--- config.mk ---
export PLATFORM = sky130hd
export DESIGN_NAME = mem_lsu
export DESIGN_NICKNAME = d
export VERILOG_FILES = /design/src/rtl/lsu_pkg.sv /design/src/rtl/lsu_align.sv /design/src/rtl/mem_lsu.sv
export SDC_FILE = /design/constraint.sdc
export NUM_CORES = 1
export LEC_CHECK = 0
export CAP_MARGIN = 20
export CORE_MARGIN = 2
export CORE_UTILIZATION = 42
export DETAILED_ROUTE_END_ITERATION = 7
export GPL_ROUTABILITY_DRIVEN = 0
export PLACE_DENSITY = 0.91
export SLEW_MARGIN = 15
export SYNTH_ARGS = -nofsm -noshare
export SYNTH_HDL_FRONTEND = slang
export SYNTH_SLANG_ARGS = --single-unit
--- constraint.sdc ---
create_clock -name clk -period 3 [get_ports clk]
set_clock_uncertainty 0.15 [all_clocks]
set_input_delay 0.9 -clock clk [delete_from_list [all_inputs] [get_ports clk]]
set_output_delay 0.9 -clock clk [all_outputs]
set_load 0.005 [all_outputs]
--- src/rtl/lsu_pkg.sv ---
// Load/store unit shared types.
// FSM states and funct3 access-size codes.
package lsu_pkg;

  typedef enum logic [1:0] {
    IDLE,
    REQ,
    WAIT,
    DONE
  } lsu_state_e;

  localparam logic [2:0] LSU_B  = 3'b000;
  localparam logic [2:0] LSU_H  = 3'b001;
  localparam logic [2:0] LSU_W  = 3'b010;
  localparam logic [2:0] LSU_BU = 3'b100;
  localparam logic [2:0] LSU_HU = 3'b101;

endpackage

--- src/rtl/lsu_align.sv ---
// Byte-lane steering, byte enables, load extension
// and misaligned/illegal access detection.
module lsu_align
  import lsu_pkg::*;
(
  input  logic [1:0]  req_lo,
  input  logic [2:0]  req_size,
  input  logic        req_we,
  input  logic        req_re,
  input  logic [31:0] req_data,
  output logic [31:0] st_wdata,
  output logic [3:0]  st_be,
  output logic        bad,
  input  logic [1:0]  rsp_lo,
  input  logic [2:0]  rsp_size,
  input  logic [31:0] rsp_rdata,
  output logic [31:0] ld_data
);

  logic        illegal;
  logic        misal;
  logic [7:0]  byte_v;
  logic [15:0] half_v;

  always_comb begin
    st_wdata = req_data;
    st_be    = 4'b1111;
    case (req_size[1:0])
      2'b00: begin
        st_wdata = {4{req_data[7:0]}};
        st_be    = 4'b0001 << req_lo;
      end
      2'b01: begin
        st_wdata = {2{req_data[15:0]}};
        st_be    = 4'b0011 << req_lo;
      end
      default: ;
    endcase
  end

  // A store has no unsigned variant; 011/11x are unused codes.
  always_comb begin
    illegal = (req_size == 3'b011)
            | (req_size[2:1] == 2'b11)
            | (req_we & req_size[2]);
    misal   = ((req_size[1:0] == 2'b01) & req_lo[0])
            | ((req_size[1:0] == 2'b10) & (req_lo != 2'b00));
    bad     = (req_we | req_re) & (illegal | misal);
  end

  always_comb begin
    byte_v  = rsp_rdata[8*rsp_lo +: 8];
    half_v  = rsp_lo[1] ? rsp_rdata[31:16] : rsp_rdata[15:0];
    ld_data = rsp_rdata;
    case (rsp_size)
      LSU_B:   ld_data = {{24{byte_v[7]}}, byte_v};
      LSU_BU:  ld_data = {24'h0, byte_v};
      LSU_H:   ld_data = {{16{half_v[15]}}, half_v};
      LSU_HU:  ld_data = {16'h0, half_v};
      default: ;
    endcase
  end

endmodule

--- src/rtl/mem_lsu.sv ---
// Load/store unit between EX and EX/MEM: runs one
// req/gnt/rvalid bus access and stalls the front end.
module mem_lsu
  import lsu_pkg::*;
#(
  parameter int ADDR_W = 32,
  parameter int DATA_W = 32
) (
  input  logic              clk,
  input  logic              rst,
  input  logic [ADDR_W-1:0] mem_addr_i,
  input  logic [DATA_W-1:0] mem_data_i,
  input  logic [2:0]        mem_size_i,
  input  logic              mem_we_i,
  input  logic              mem_re_i,
  input  logic [4:0]        rd_addr_i,
  input  logic [DATA_W-1:0] rd_data_i,
  input  logic              rd_wen_i,
  input  logic              flush_i,
  output logic              bus_req_o,
  output logic              bus_we_o,
  output logic [ADDR_W-1:0] bus_addr_o,
  output logic [DATA_W-1:0] bus_wdata_o,
  output logic [3:0]        bus_be_o,
  input  logic              bus_gnt_i,
  input  logic              bus_rvalid_i,
  input  logic [DATA_W-1:0] bus_rdata_i,
  output logic [4:0]        rd_addr_o,
  output logic [DATA_W-1:0] rd_data_o,
  output logic              rd_wen_o,
  output logic              hold_flag_o,
  output logic              misalign_o
);

  lsu_state_e        state_q, state_d;
  logic [ADDR_W-1:0] addr_q;
  logic [2:0]        size_q;
  logic              we_q;
  logic [DATA_W-1:0] wdata_q;
  logic [3:0]        be_q;
  logic [4:0]        rd_q;
  logic [DATA_W-1:0] data_q;
  logic              kill_q;

  logic [DATA_W-1:0] st_wdata;
  logic [3:0]        st_be;
  logic              bad;
  logic [DATA_W-1:0] ld_data;
  logic              op;
  logic              accept;

  assign op = mem_we_i | mem_re_i;

  lsu_align u_align (
    .req_lo    (mem_addr_i[1:0]),
    .req_size  (mem_size_i),
    .req_we    (mem_we_i),
    .req_re    (mem_re_i),
    .req_data  (mem_data_i),
    .st_wdata  (st_wdata),
    .st_be     (st_be),
    .bad       (bad),
    .rsp_lo    (addr_q[1:0]),
    .rsp_size  (size_q),
    .rsp_rdata (bus_rdata_i),
    .ld_data   (ld_data)
  );

  always_ff @(posedge clk) begin
    if (rst) begin
      state_q <= IDLE;
      addr_q  <= '0;
      size_q  <= '0;
      we_q    <= 1'b0;
      wdata_q <= '0;
      be_q    <= '0;
      rd_q    <= '0;
      data_q  <= '0;
      kill_q  <= 1'b0;
    end else begin
      state_q <= state_d;
      if (accept) begin
        addr_q  <= mem_addr_i;
        size_q  <= mem_size_i;
        we_q    <= mem_we_i;
        wdata_q <= st_wdata;
        be_q    <= st_be;
        rd_q    <= rd_addr_i;
        kill_q  <= 1'b0;
      end
      // A flush in WAIT lets the bus finish but drops the writeback.
      if (state_q == WAIT && flush_i)
        kill_q <= 1'b1;
      if (state_q == WAIT && bus_rvalid_i)
        data_q <= ld_data;
    end
  end

  always_comb begin
    state_d     = state_q;
    accept      = 1'b0;
    bus_req_o   = 1'b0;
    bus_we_o    = 1'b0;
    bus_addr_o  = '0;
    bus_wdata_o = '0;
    bus_be_o    = '0;
    rd_addr_o   = '0;
    rd_data_o   = '0;
    rd_wen_o    = 1'b0;
    hold_flag_o = 1'b0;
    misalign_o  = 1'b0;
    if (!rst) begin
      unique case (state_q)
        IDLE: begin
          rd_addr_o = rd_addr_i;
          if (!op) begin
            rd_data_o = rd_data_i;
            rd_wen_o  = rd_wen_i;
          end else if (bad) begin
            misalign_o = 1'b1;
          end else begin
            hold_flag_o = 1'b1;
            accept      = 1'b1;
            state_d     = REQ;
          end
        end
        REQ: begin
          // Request is withdrawn in the flush cycle so no
          // grant can be taken for an abandoned access.
          if (flush_i) begin
            state_d = IDLE;
          end else begin
            bus_req_o   = 1'b1;
            bus_we_o    = we_q;
            bus_addr_o  = {addr_q[ADDR_W-1:2], 2'b00};
            bus_wdata_o = wdata_q;
            bus_be_o    = be_q;
            hold_flag_o = 1'b1;
            if (bus_gnt_i)
              state_d = we_q ? DONE : WAIT;
          end
        end
        WAIT: begin
          hold_flag_o = 1'b1;
          if (bus_rvalid_i)
            state_d = DONE;
        end
        DONE: begin
          rd_addr_o = rd_q;
          rd_wen_o  = ~we_q & ~kill_q;
          rd_data_o = we_q ? '0 : data_q;
          state_d   = IDLE;
        end
      endcase
    end
  end

endmodule

==> impl_metrics.toml <==
[sta]
setup_viol = 17
rsz0062_at_grt = "true"
worst_pin_slew_ns = 0.730
fmax_ghz = 0.316
hold_viol = 0
setup_slack_ns = -0.161
tns_ns = -0.629
fin_crit_ns = 3.16
min_period_over_period = 1.05
slew_headroom = 0.513
slew_viol_final = 0

[pwr]
switchingPower_mw = 1.00
power_density_nw_per_um2 = 401
swShare = 0.258
pwr-share-seq = 0.419
combPwrFrac = 0.224
p_int_mw = 2.87
peakVddDrop_uv = 283
pwr-share-clk = 0.357
leakage_nw = 4.07

[logic_synthesis]
yosysTopAreaCell = "dfxtp_1"
syn-mean-instance-area_um2 = 8.66
synth-seq-cells = 112
yosys.cell_count.top_type = "dfxtp_1"
yosysWarnings = 0
synth_edf_count = 0
synth_area_leaders = "dfxtp_1 (40%), a22o_1 (9.2%), and2_1 (7.4%)"
synth_flop_cell = "dfxtp_1"
synthCells = 652
yosysSeqAreaShare = 0.397
synth_cell_type_count = 45
yosys.area.top_type_share = 0.397
synth.top_cells.by_count = "dfxtp_1 (112), nor2_1 (73), and2_1 (67)"
postSynth.asyncResetShare = 0
syn-cell-area_um2 = 5640

[clock_network]
clk_pin_slew_worst_paths_ns = 0.07
cts-htree-levels = 3
cts-root-buf = "clkbuf_16"
tritoncts = "yes"
clk_latency_ns = 0.35
clockBufferDepth = 2
cts.sinks = 112
cts_buffers = 9
cts_hold_buf = 0

[cells_and_area]
drive_gt1_frac = 0.313
final_area_um2 = 9650
nets = 1102
area_growth_pct = 71.0
layout.cells.non_filler = 1134
diodes = 0

[floorplanning]
die_x_um = 120
rows = 42
core_area_um2 = 13200
die_y_um = 120
pin_count = 254
initial_core_util = 0.428
die-area_um2 = 14400

[routing]
wl_per_cell_um = 20.8
vias = 6527
drc = 0
first_iter_violations = 476
ant_nets = 0
drt_wl_total_mm = 23.6
drtPass1Iterations = 5
viasPerCell = 5.76

[status]
violations = "setup timing"
status = "complete, but fails checks"

[worst_setup_path]
end_kind = "output port"
path_class = "in2out"
required_ns = 1.95
critPathLaunchType = "input port"
worst-path-max-fanout = 2
arrival_ns = 2.11

[placement]
placed_cells = 1068
io_buffers = 251
dp_hpwl_mm = 14.0
place_area_um2 = 8600

[global_routing]
grt_max_degree = 36
grtUsageTotal = 0.311
grt_pass1_vias = 6597
antenna_found_initial = 0
overflow = 0
grt_pass1_wl_mm = 35.1

[min_path]
hp-class = "reg2reg"

[run]
drv_cap = 0
-- cell type report --
cell class	count	area, µm²
Sequential cell	112	2240
Clock buffer	11	233
Timing Repair Buffer	350	3430
Tap cell	176	220
Multi-Input combinational cell	462	3350
Inverter	18	70.1
Fill cell	862	3540
Clock inverter	5	105
-- worst paths after layout --
path	cells after the start	end	slack, ns	start
max	8	misalign_o	-0.16	mem_size_i[2]
min	1	wdata_q[19]	0.32	wdata_q[19]
max reg2reg	9	flop	0.78	flop
min reg2reg	1	wdata_q[19]	0.32	wdata_q[19]
-- state kept, by name (all words and copies together) (netlist names), named ones only --
name,cells
be_q,4
kill_q,1
wdata_q,32
we_q,1
state_q,1
size_q,3
data_q,32
rd_q,5
addr_q,32
-- kinds of logic (layout without fill, tap and decap cells) --
logic type / Yosys count / count (layout) / synth area share
buffers and inverters: 79 / 384 / 0.0612
other: 1 / 2 / 0.000664
flip-flops: 112 / 112 / 0.397
adder cells (fa/ha/maj): 5 / 5 / 0.0111
AO/OA/AOI/OAI: 205 / 205 / 0.280
AND/OR/NAND/NOR: 215 / 215 / 0.187
multiplexers: 35 / 35 / 0.0630
-- cell usage in the layout (no fill, tap or decap), types with 5 or more instances in the layout --
master,count
and2_4,42
mux2i_1,31
a211oi_1,21
a221o_1,8
o22ai_1,8
o2bb2ai_1,17
inv_1,16
a22oi_1,28
and2_1,25
buf_2,55
nand2_1,41
dlygate4sd2_1,7
clkbuf_2,13
a22oi_2,11
dfxtp_1,110
buf_4,50
clkbuf_16,11
clkdlybuf4s50_1,134
a21o_1,5
buf_12,18
a21oi_1,22
nor2_1,71
o21ai_0,11
buf_6,62
a22o_1,59
-- repair_timing --
item,in CTS,in global routing
gates resized for setup,510,88
setup buffers,47,6
cloned,12,2
pin swaps,43,24
setup endpoints to repair,108,108
-- critical path, cell delays in order --
cell     delay [ns]
buf_6          0.09
or4_4          0.52
buf_4          0.16
buf_6          0.11
buf_6          0.11
nand2_4        0.05
nor3_2         0.04
buf_2          0.13
-- metrics by stage --
step | setup WS [ns] | hold WS (ns) | util | power, mW
floorplan | 0.0109 | 0.274 | - | 1.94
global placement | -0.950 | 0.289 | 0.652 | 2.33
detailed placement | -0.948 | 0.290 | 0.652 | 2.34
CTS | -0.162 | 0.311 | 0.732 | 3.84
global route | -0.203 | 0.335 | 0.732 | 4.00
finish | -0.161 | 0.318 | 0.732 | 3.87
-- power by group through the flow --
stage	sequential, mW	clock (mW)	combinational [mW]
after CTS	1.61	1.39	0.839
after detailed placement	1.64	0	0.699
after global placement	1.64	0	0.684
after floorplan	1.62	0	0.317
final	1.62	1.38	0.867
after global routing	1.63	1.46	0.915
-- routing by layer --
metal	up-vias	wire length, µm	track usage
met5	-	0	0
met4	0	855	0.140
met3	69	1930	0.0865
met2	349	12100	0.551
met1	3144	8710	0.345
li1	2965	-	-
No activity file was read; power rests on OpenSTA's default activity.
